## config.mk

```make
export PLATFORM = sky130hd
export DESIGN_NAME = serial_subtractor
export DESIGN_NICKNAME = d
export VERILOG_FILES = /design/src/rtl/arith_pkg.sv /design/src/rtl/full_subtractor_cell.sv /design/src/rtl/serial_subtractor.sv
export SDC_FILE = /design/constraint.sdc
export NUM_CORES = 1
export LEC_CHECK = 0
export ABC_AREA = 1
export ABC_CLOCK_PERIOD_IN_PS = 1450
export CAP_MARGIN = 20
export CORE_UTILIZATION = 50
export CTS_BUF_LIST = sky130_fd_sc_hd__clkbuf_16
export CTS_CLUSTER_SIZE = 8
export DETAILED_ROUTE_END_ITERATION = 8
export MAX_ROUTING_LAYER = met4
export PLACE_DENSITY_LB_ADDON = 0.25
export SYNTH_ARGS = -nofsm -noshare
export SYNTH_HDL_FRONTEND = slang
export SYNTH_SLANG_ARGS = --single-unit
```

## constraint.sdc

```tcl
create_clock -name clk -period 1.45 [get_ports clk]
set_input_delay 0.145 -clock clk [delete_from_list [all_inputs] [get_ports clk]]
set_output_delay 0.145 -clock clk [all_outputs]
set_load 0.01 [all_outputs]
```

## src/rtl/arith_pkg.sv

```systemverilog
// Shared types for the serial arithmetic blocks: FSM state encoding and digit-count helper.
// Reused by the serial subtractor and the planned serial adder.
package arith_pkg;

    typedef enum logic {
        ST_IDLE = 1'b0,
        ST_RUN  = 1'b1
    } fsm_state_t;

    // Guarded so a bad DIGIT reaches the top-level parameter check instead of a divide-by-zero.
    function automatic int digit_count(input int width, input int digit);
        return (digit > 0) ? (width / digit) : 1;
    endfunction

endpackage

```

## src/rtl/full_subtractor_cell.sv

```systemverilog
// One-bit full subtractor: d = x - y - bin, bout set when the bit underflows.
// Latency: combinational.
// Backpressure: none.
module full_subtractor_cell (
    input  logic x,
    input  logic y,
    input  logic bin,
    output logic d,
    output logic bout
);

    assign d    = x ^ y ^ bin;
    assign bout = (~x & y) | (~x & bin) | (y & bin);

endmodule

```

## src/rtl/serial_subtractor.sv

```systemverilog
// Digit-serial a - b - borrow_in, DIGIT bits per clock, LSB digit first.
// Latency: N_DIGITS edges from start acceptance to the done pulse.
// Backpressure: none; start is ignored (not queued) while busy.
module serial_subtractor
    import arith_pkg::*;
#(
    parameter int WIDTH = 8,
    parameter int DIGIT = 1
) (
    input  logic             clk,
    input  logic             reset,
    input  logic             start,
    input  logic [WIDTH-1:0] a,
    input  logic [WIDTH-1:0] b,
    input  logic             borrow_in,
    output logic [WIDTH-1:0] diff,
    output logic             borrow_out,
    output logic             zero,
    output logic             busy,
    output logic             done
);

    localparam int N_DIGITS = digit_count(WIDTH, DIGIT);
    localparam int CNT_W    = (N_DIGITS > 1) ? $clog2(N_DIGITS) : 1;
    localparam logic [CNT_W-1:0] LAST_CNT = CNT_W'(N_DIGITS - 1);

    if (WIDTH < 1 || DIGIT < 1 || DIGIT > WIDTH || (WIDTH % DIGIT) != 0) begin : g_bad_params
        $error("serial_subtractor: DIGIT must be in 1..WIDTH and divide WIDTH");
    end

    fsm_state_t       state;
    fsm_state_t       state_nxt;
    logic             load;
    logic             step;
    logic             last;

    logic [WIDTH-1:0] a_sh;
    logic [WIDTH-1:0] b_sh;
    logic [WIDTH-1:0] acc;
    logic [WIDTH-1:0] acc_nxt;
    logic             borrow_q;
    logic [CNT_W-1:0] cnt;

    logic [DIGIT:0]   chain_b;
    logic [DIGIT-1:0] dig_d;

    always_ff @(posedge clk or posedge reset) begin
        if (reset) begin
            state <= ST_IDLE;
        end else begin
            state <= state_nxt;
        end
    end

    always_comb begin
        state_nxt = state;
        load      = 1'b0;
        step      = 1'b0;
        last      = 1'b0;
        case (state)
            ST_IDLE: begin
                if (start) begin
                    load      = 1'b1;
                    state_nxt = ST_RUN;
                end
            end
            ST_RUN: begin
                step = 1'b1;
                if (cnt == LAST_CNT) begin
                    last      = 1'b1;
                    state_nxt = ST_IDLE;
                end
            end
            default: state_nxt = ST_IDLE;
        endcase
    end

    assign chain_b[0] = borrow_q;

    for (genvar i = 0; i < DIGIT; i++) begin : g_cell
        full_subtractor_cell u_cell (
            .x    (a_sh[i]),
            .y    (b_sh[i]),
            .bin  (chain_b[i]),
            .d    (dig_d[i]),
            .bout (chain_b[i+1])
        );
    end

    // New digit enters at the MSB end; after N_DIGITS steps the first digit sits at bit 0.
    assign acc_nxt = (acc >> DIGIT) | (WIDTH'(dig_d) << (WIDTH - DIGIT));

    always_ff @(posedge clk or posedge reset) begin
        if (reset) begin
            a_sh       <= '0;
            b_sh       <= '0;
            acc        <= '0;
            borrow_q   <= 1'b0;
            cnt        <= '0;
            diff       <= '0;
            borrow_out <= 1'b0;
            zero       <= 1'b1;
            done       <= 1'b0;
        end else begin
            done <= last;
            if (load) begin
                a_sh     <= a;
                b_sh     <= b;
                borrow_q <= borrow_in;
                acc      <= '0;
                cnt      <= '0;
            end else if (step) begin
                a_sh     <= a_sh >> DIGIT;
                b_sh     <= b_sh >> DIGIT;
                borrow_q <= chain_b[DIGIT];
                acc      <= acc_nxt;
                cnt      <= cnt + CNT_W'(1);
            end
            // Result registers hold the previous answer through a following RUN.
            if (last) begin
                diff       <= acc_nxt;
                borrow_out <= chain_b[DIGIT];
                zero       <= (acc_nxt == '0);
            end
        end
    end

    assign busy = (state == ST_RUN);

endmodule
```

# == Word level (Yosys, flattened, before mapping) ==
# Index checks and enable logic that the tools add are counted.
# totals
register_bits,40
elab_cells,41
# op_classes
addsub,1
n_eq_ne,1
mux,17
bitwise,10
n_reduce_logical,2
# ops
cell,n
two-way mux 8 bit,6
zero test 8 bit,1
two-way mux 1 bit,8
bitwise OR 7 x 8 -> 8 bit,1
two-way mux 3 bit,2
adder 3 x 1 -> 3 bit (second input constant),1
bitwise AND 1 bit,3
equality test 3 bit (second input constant),1
NOT 1 bit,2
bitwise OR 1 bit,2
one-hot mux 1 bit (2 select lines),1
nonzero test 2 bit,1
bitwise XOR 1 bit,2

# == Depth between registers and ports, before layout ==
# depth
word_depth,6
ltp_mapped,6
ltp_nobuf,6

# == Cells and area by module ==
# From an unflattened synthesis, not the netlist that was laid out.
# unflattened
hier_cells,171
area_unflattened_um2,1752.9
# modules_own_cells
mod,instances,cells_per_inst,area_per_inst_um2,seq_area_each_um2
serial_subtractor,1,168,1725.4,977.2
full_subtractor_cell,1,3,27.5,0.0

# == Worst setup path before layout ==
# No wires, ideal clock.
# synth_timing
kind,register to register
from,register borrow_q
to,register zero
setup_time_ns,0.060
arrival_time_ns,1.185
slack_ns,0.204
stages_incl_launch_ff,6
path_buffers,0
period_less_slack_ns,1.246
path_cell_list,dfrtp_1 -> fa_1 -> inv_1 -> nor2_1 -> nand3_1 -> nand2_1
# synth_via
elab_chain_len,3
# synth_lines
element,line_no,rtl
start: declaration,serial_subtractor.sv:41,logic borrow_q;
start signal: assignment,serial_subtractor.sv:109,borrow_q <= borrow_in;
start signal: assignment,serial_subtractor.sv:115,borrow_q <= chain_b[DIGIT];
bitwise XOR 1 bit,full_subtractor_cell.sv:12,assign d = x ^ y ^ bin;
bitwise OR 7 x 8 -> 8 bit,serial_subtractor.sv:91,assign acc_nxt = (acc >> DIGIT) | (WIDTH'(dig_d) << (WIDTH - DIGIT));
zero test 8 bit,serial_subtractor.sv:123,zero <= (acc_nxt == '0);
end signal: assignment,serial_subtractor.sv:123,
end: declaration,serial_subtractor.sv:18,"output logic zero,"
# Every way passes these cells.
# A chain may end at the register's enable or synchronous reset.

# == Worst setup path in the final report ==
# layout_timing
from,"register state, in the netlist busy"
to,output port busy
# layout_lines
element,line_no,rtl
start: declaration,serial_subtractor.sv:31,fsm_state_t state;
start signal: assignment,serial_subtractor.sv:51,state <= state_nxt;
end: declaration,serial_subtractor.sv:19,"output logic busy,"
# No word-level cell between the ends.

==> results by group <==
Synth
  • Mapped Nets: 190
  • Share of the synthesized area in the top cell type: 0.5947
  • Leading area contributor after synthesis: sky130_fd_sc_hd__dfrtp_1
  • Cells taking the most area after synthesis: sky130_fd_sc_hd__dfrtp_1, sky130_fd_sc_hd__nand2_1, sky130_fd_sc_hd__nand3_1
  • Share of the yosys chip area belonging to registers: 0.6111
  • Count of synthesis-stage warnings from yosys: 0
  • Syn Area/Cell: 9.575 um2
  • Yosys reg bits: 39
  • Library cells used by synthesis: 19
  • Cell count after synthesis: 167
  • Cell area after technology mapping: 0.001599 mm2

Clock network
  • Longest Clk Path Bufs: 2
  • Clock network latency to the later pin of the worst-skew pair: 0.28 ns
  • Clock H-tree levels: 2
  • Total CTS buffers: 5
  • Number of setup buffers added after CTS: 0
  • Cell at the root of the clock tree: sky130_fd_sc_hd__clkbuf_16
  • Clock tree from TritonCTS: built
  • Clk sinks: 39
  • Number of gates resized after CTS: 1
  • Worst-path clk slew: 0.06 ns
  • Hold buffer count at CTS: 0

Place
  • Final weighted congestion in routability-driven placement: 0.7259
  • Buffers on Ports: 31
  • Half-perimeter wire length after placement: 2021 um

Floorplanning
  • Cell row count: 20
  • Starting density of the core: 0.5238
  • Total core area: 0.003053 mm2
  • I/O pin count: 32
  • Die ar.: 0.003428 mm2
  • Horiz. Die Dim: 58.55 um
  • Die span in y: 58.55 um

Worst setup path
  • Type of the worst setup path: reg2out
  • Endpoint required time on the critical path: 1.31 ns
  • Critical Path, Cell by Cell: clkdlybuf4s50_1
  • Reg-to-reg slack, setup: 0.14 ns
  • Maximum fanout along the worst path: 3
  • Crit. Startpoint: busy
  • Arrival time of the worst setup path: 1.20 ns
  • Gate family responsible for the most delay along the worst path: buffers and inverters
  • Endpoint type of the worst setup path: output port
  • Slowest-stage cell, CP: sky130_fd_sc_hd__clkdlybuf4s50_1
  • R2R Path Start: borrow_q
  • Capturing element of the worst setup path: busy
  • Depth of the most critical reg-to-reg path: 5
  • Maximum cell stage delay along the critical path: 0.55 ns
  • Combined buffer and inverter count along the critical path: 1
  • Number of logic stages on the critical path including buffering: 1
  • Kind of launch point of the worst setup path: flip-flop
  • Crit Reg-Reg Endpoint: zero

STA
  • FMAX: 745.1 MHz
  • Final number of hold-violating endpoints: 0
  • Max-slew violation count: 0
  • RSZ-0062 raised after global routing: false
  • Sum of negative setup slack: 0 ns
  • Tightest Pin Transition: 0.3883 ns
  • Remaining max-slew budget at the tightest pin: 0.7405
  • Fin crit period: 1.342 ns
  • Number of failing setup endpoints in the final timing report: 0
  • Final setup skew: 0.003993 ns
  • Final period util: 0.9256

Layout
  • Area added between synthesis and finish: 35.05%
  • Share of the core filled with cells: 0.7074
  • Nets: 227
  • Layout cells sized above 1: 0.08293
  • Number of antenna diodes: 0

Pwr
  • Combinational power share: 0.354
  • Clock share of power: 0.261
  • Switching power of the nets: 1.466 mW
  • Sw Ratio: 0.3188
  • Leakage dissipation: 1.018 nW
  • Worst voltage drop across the vdd grid: 0.001259 V
  • Internal power: 3.131 mW
  • PD cells: 2129 mW/mm2
  • Flop pwr share: 0.385

Global routing
  • Pin count of the biggest net entering global routing: 40
  • Global routing usage summed across all routing layers: 0.2267
  • Antenna violations before repair: 0
  • First-pass GRT wire length: 5513 um
  • Vias in the first global route: 1215
  • Global route total overflow: 0

Detailed routing
  • Violation count after the first detailed-routing iteration: 31
  • Via count: 1232
  • Average vias per placed instance: 4.948
  • Post-route ant nets: 0
  • DRT Pass-1 Iters: 4
  • Wire length per cell: 12.49 um
  • Drt drc: 0
  • Aggregate routed wire length: 3109 um

Job
  • Max-cap check violation count: 0

Status
  • Result of the run: complete, no violations

Hold path
  • Worst hold path class: in2async
## layer usage
metal | wire length [um] | share of wire | vias up | global-route usage
met5 | 0 | 0 | - | -
li1 | - | - | 609 | -
met2 | 1512 | 0.49 | 32 | 0.3399
met3 | 139 | 0.045 | 6 | 0.06374
met1 | 1412 | 0.45 | 585 | 0.2880
met4 | 45 | 0.014 | 0 | 0.1020
## layout by cell type, fill, tap and decap left out
master and count:
sky130_fd_sc_hd__dfrtp_1 38, sky130_fd_sc_hd__clkinv_1 1, sky130_fd_sc_hd__nand2_1 59, sky130_fd_sc_hd__o21ai_0 12, sky130_fd_sc_hd__o211ai_1 4, sky130_fd_sc_hd__clkbuf_16 5
sky130_fd_sc_hd__nand3_1 12, sky130_fd_sc_hd__inv_1 14, sky130_fd_sc_hd__dfstp_2 1, sky130_fd_sc_hd__buf_12 3, sky130_fd_sc_hd__dlygate4sd2_1 1, sky130_fd_sc_hd__nand2_2 1
sky130_fd_sc_hd__fa_1 1, sky130_fd_sc_hd__ha_1 2, sky130_fd_sc_hd__inv_2 1, sky130_fd_sc_hd__o22ai_1 6, sky130_fd_sc_hd__clkinv_2 1, sky130_fd_sc_hd__buf_4 2
sky130_fd_sc_hd__a22o_1 2, sky130_fd_sc_hd__nor2_1 6, sky130_fd_sc_hd__bufinv_16 1, sky130_fd_sc_hd__clkdlybuf4s50_1 30, sky130_fd_sc_hd__nor2_4 2
## flip-flops by register name, summed over array words and instances (netlist names)
register,flops
done,1
borrow_out,1
borrow_q,1
acc,7
cnt,3
busy,1
zero,1
diff,8
a_sh,8
b_sh,8
## how the worst min path moves through the flow
| stage | from | endpoint | slack [ns] | cells after the start |
|---|---|---|---|---|
| 2_1_floorplan | a[1] | a_sh[1] | 0.26 | 2 |
| 3_3_place_gp | zero | zero | 0.46 | 2 |
| 3_5_place_dp | zero | zero | 0.47 | 2 |
| 4_1_cts | reset | cnt[2] | 0.24 | 3 |
| 5_1_grt | reset | diff[6] | 0.27 | 3 |
| 6_report | reset | cnt[2] | 0.23 | 3 |
## cell families (layout without fill, tap and decap cells)
| logic type | Yosys count | count (layout) | synth area share |
|---|---|---|---|
| and+or+nand+nor | 80 | 80 | 0.2081 |
| DFF | 39 | 39 | 0.6111 |
| AOI/OAI and AO/OA | 24 | 24 | 0.09077 |
| buffers and inverters | 21 | 59 | 0.06181 |
| adders and majority gates | 3 | 3 | 0.02817 |
## cell usage after synthesis (all sizes together)
master	n
nand2	60
dfrtp	38
inv	15
nand3	12
o21ai	12
nor2	8
o22ai	6
buf	5
o211ai	4
a22o	2
ha	2
clkbuf	1
dfstp	1
fa	1
## power groups by stage
| stage | Combinational (mW) | Clock, mW | Sequential, mW |
|---|---|---|---|
| floorplan | 0.971 | 0 | 1.81 |
| CTS | 1.65 | 1.22 | 1.78 |
| global route | 1.84 | 1.27 | 1.83 |
| finish | 1.63 | 1.20 | 1.77 |
| global placement | 1.59 | 0 | 1.77 |
| detailed placement | 1.64 | 0 | 1.79 |
## per-stage QoR
| step | power, mW | setup slack [ns] | instance area [um2] | hold slack [ns] | cells |
|---|---|---|---|---|---|
| floorplan | 2.780 | 0.2044 | 1599 | 0.2649 | 167 |
| global route | 4.935 | 0.05678 | 2160 | 0.2661 | 249 |
| global placement | 3.351 | 0.1443 | 1997 | 0.4610 | 241 |
| CTS | 4.640 | 0.09658 | 2160 | 0.2441 | 249 |
| finish | 4.597 | 0.1079 | 2160 | 0.2319 | 249 |
| detailed placement | 3.429 | 0.08958 | 1997 | 0.4682 | 241 |
## final cells by class
| type | instances | area, um2 |
|---|---|---|
| timing repair buffer | 36 | 384.1 |
| sequential | 39 | 977.2 |
| multi-input combinational | 107 | 523.0 |
| clock buffer | 5 | 125.1 |
| fill | 255 | 893.4 |
| clock inverter | 3 | 38.79 |
| tap | 44 | 55.05 |
| inverter | 15 | 56.30 |
Note: power is estimated with default switching activity, not from simulation.
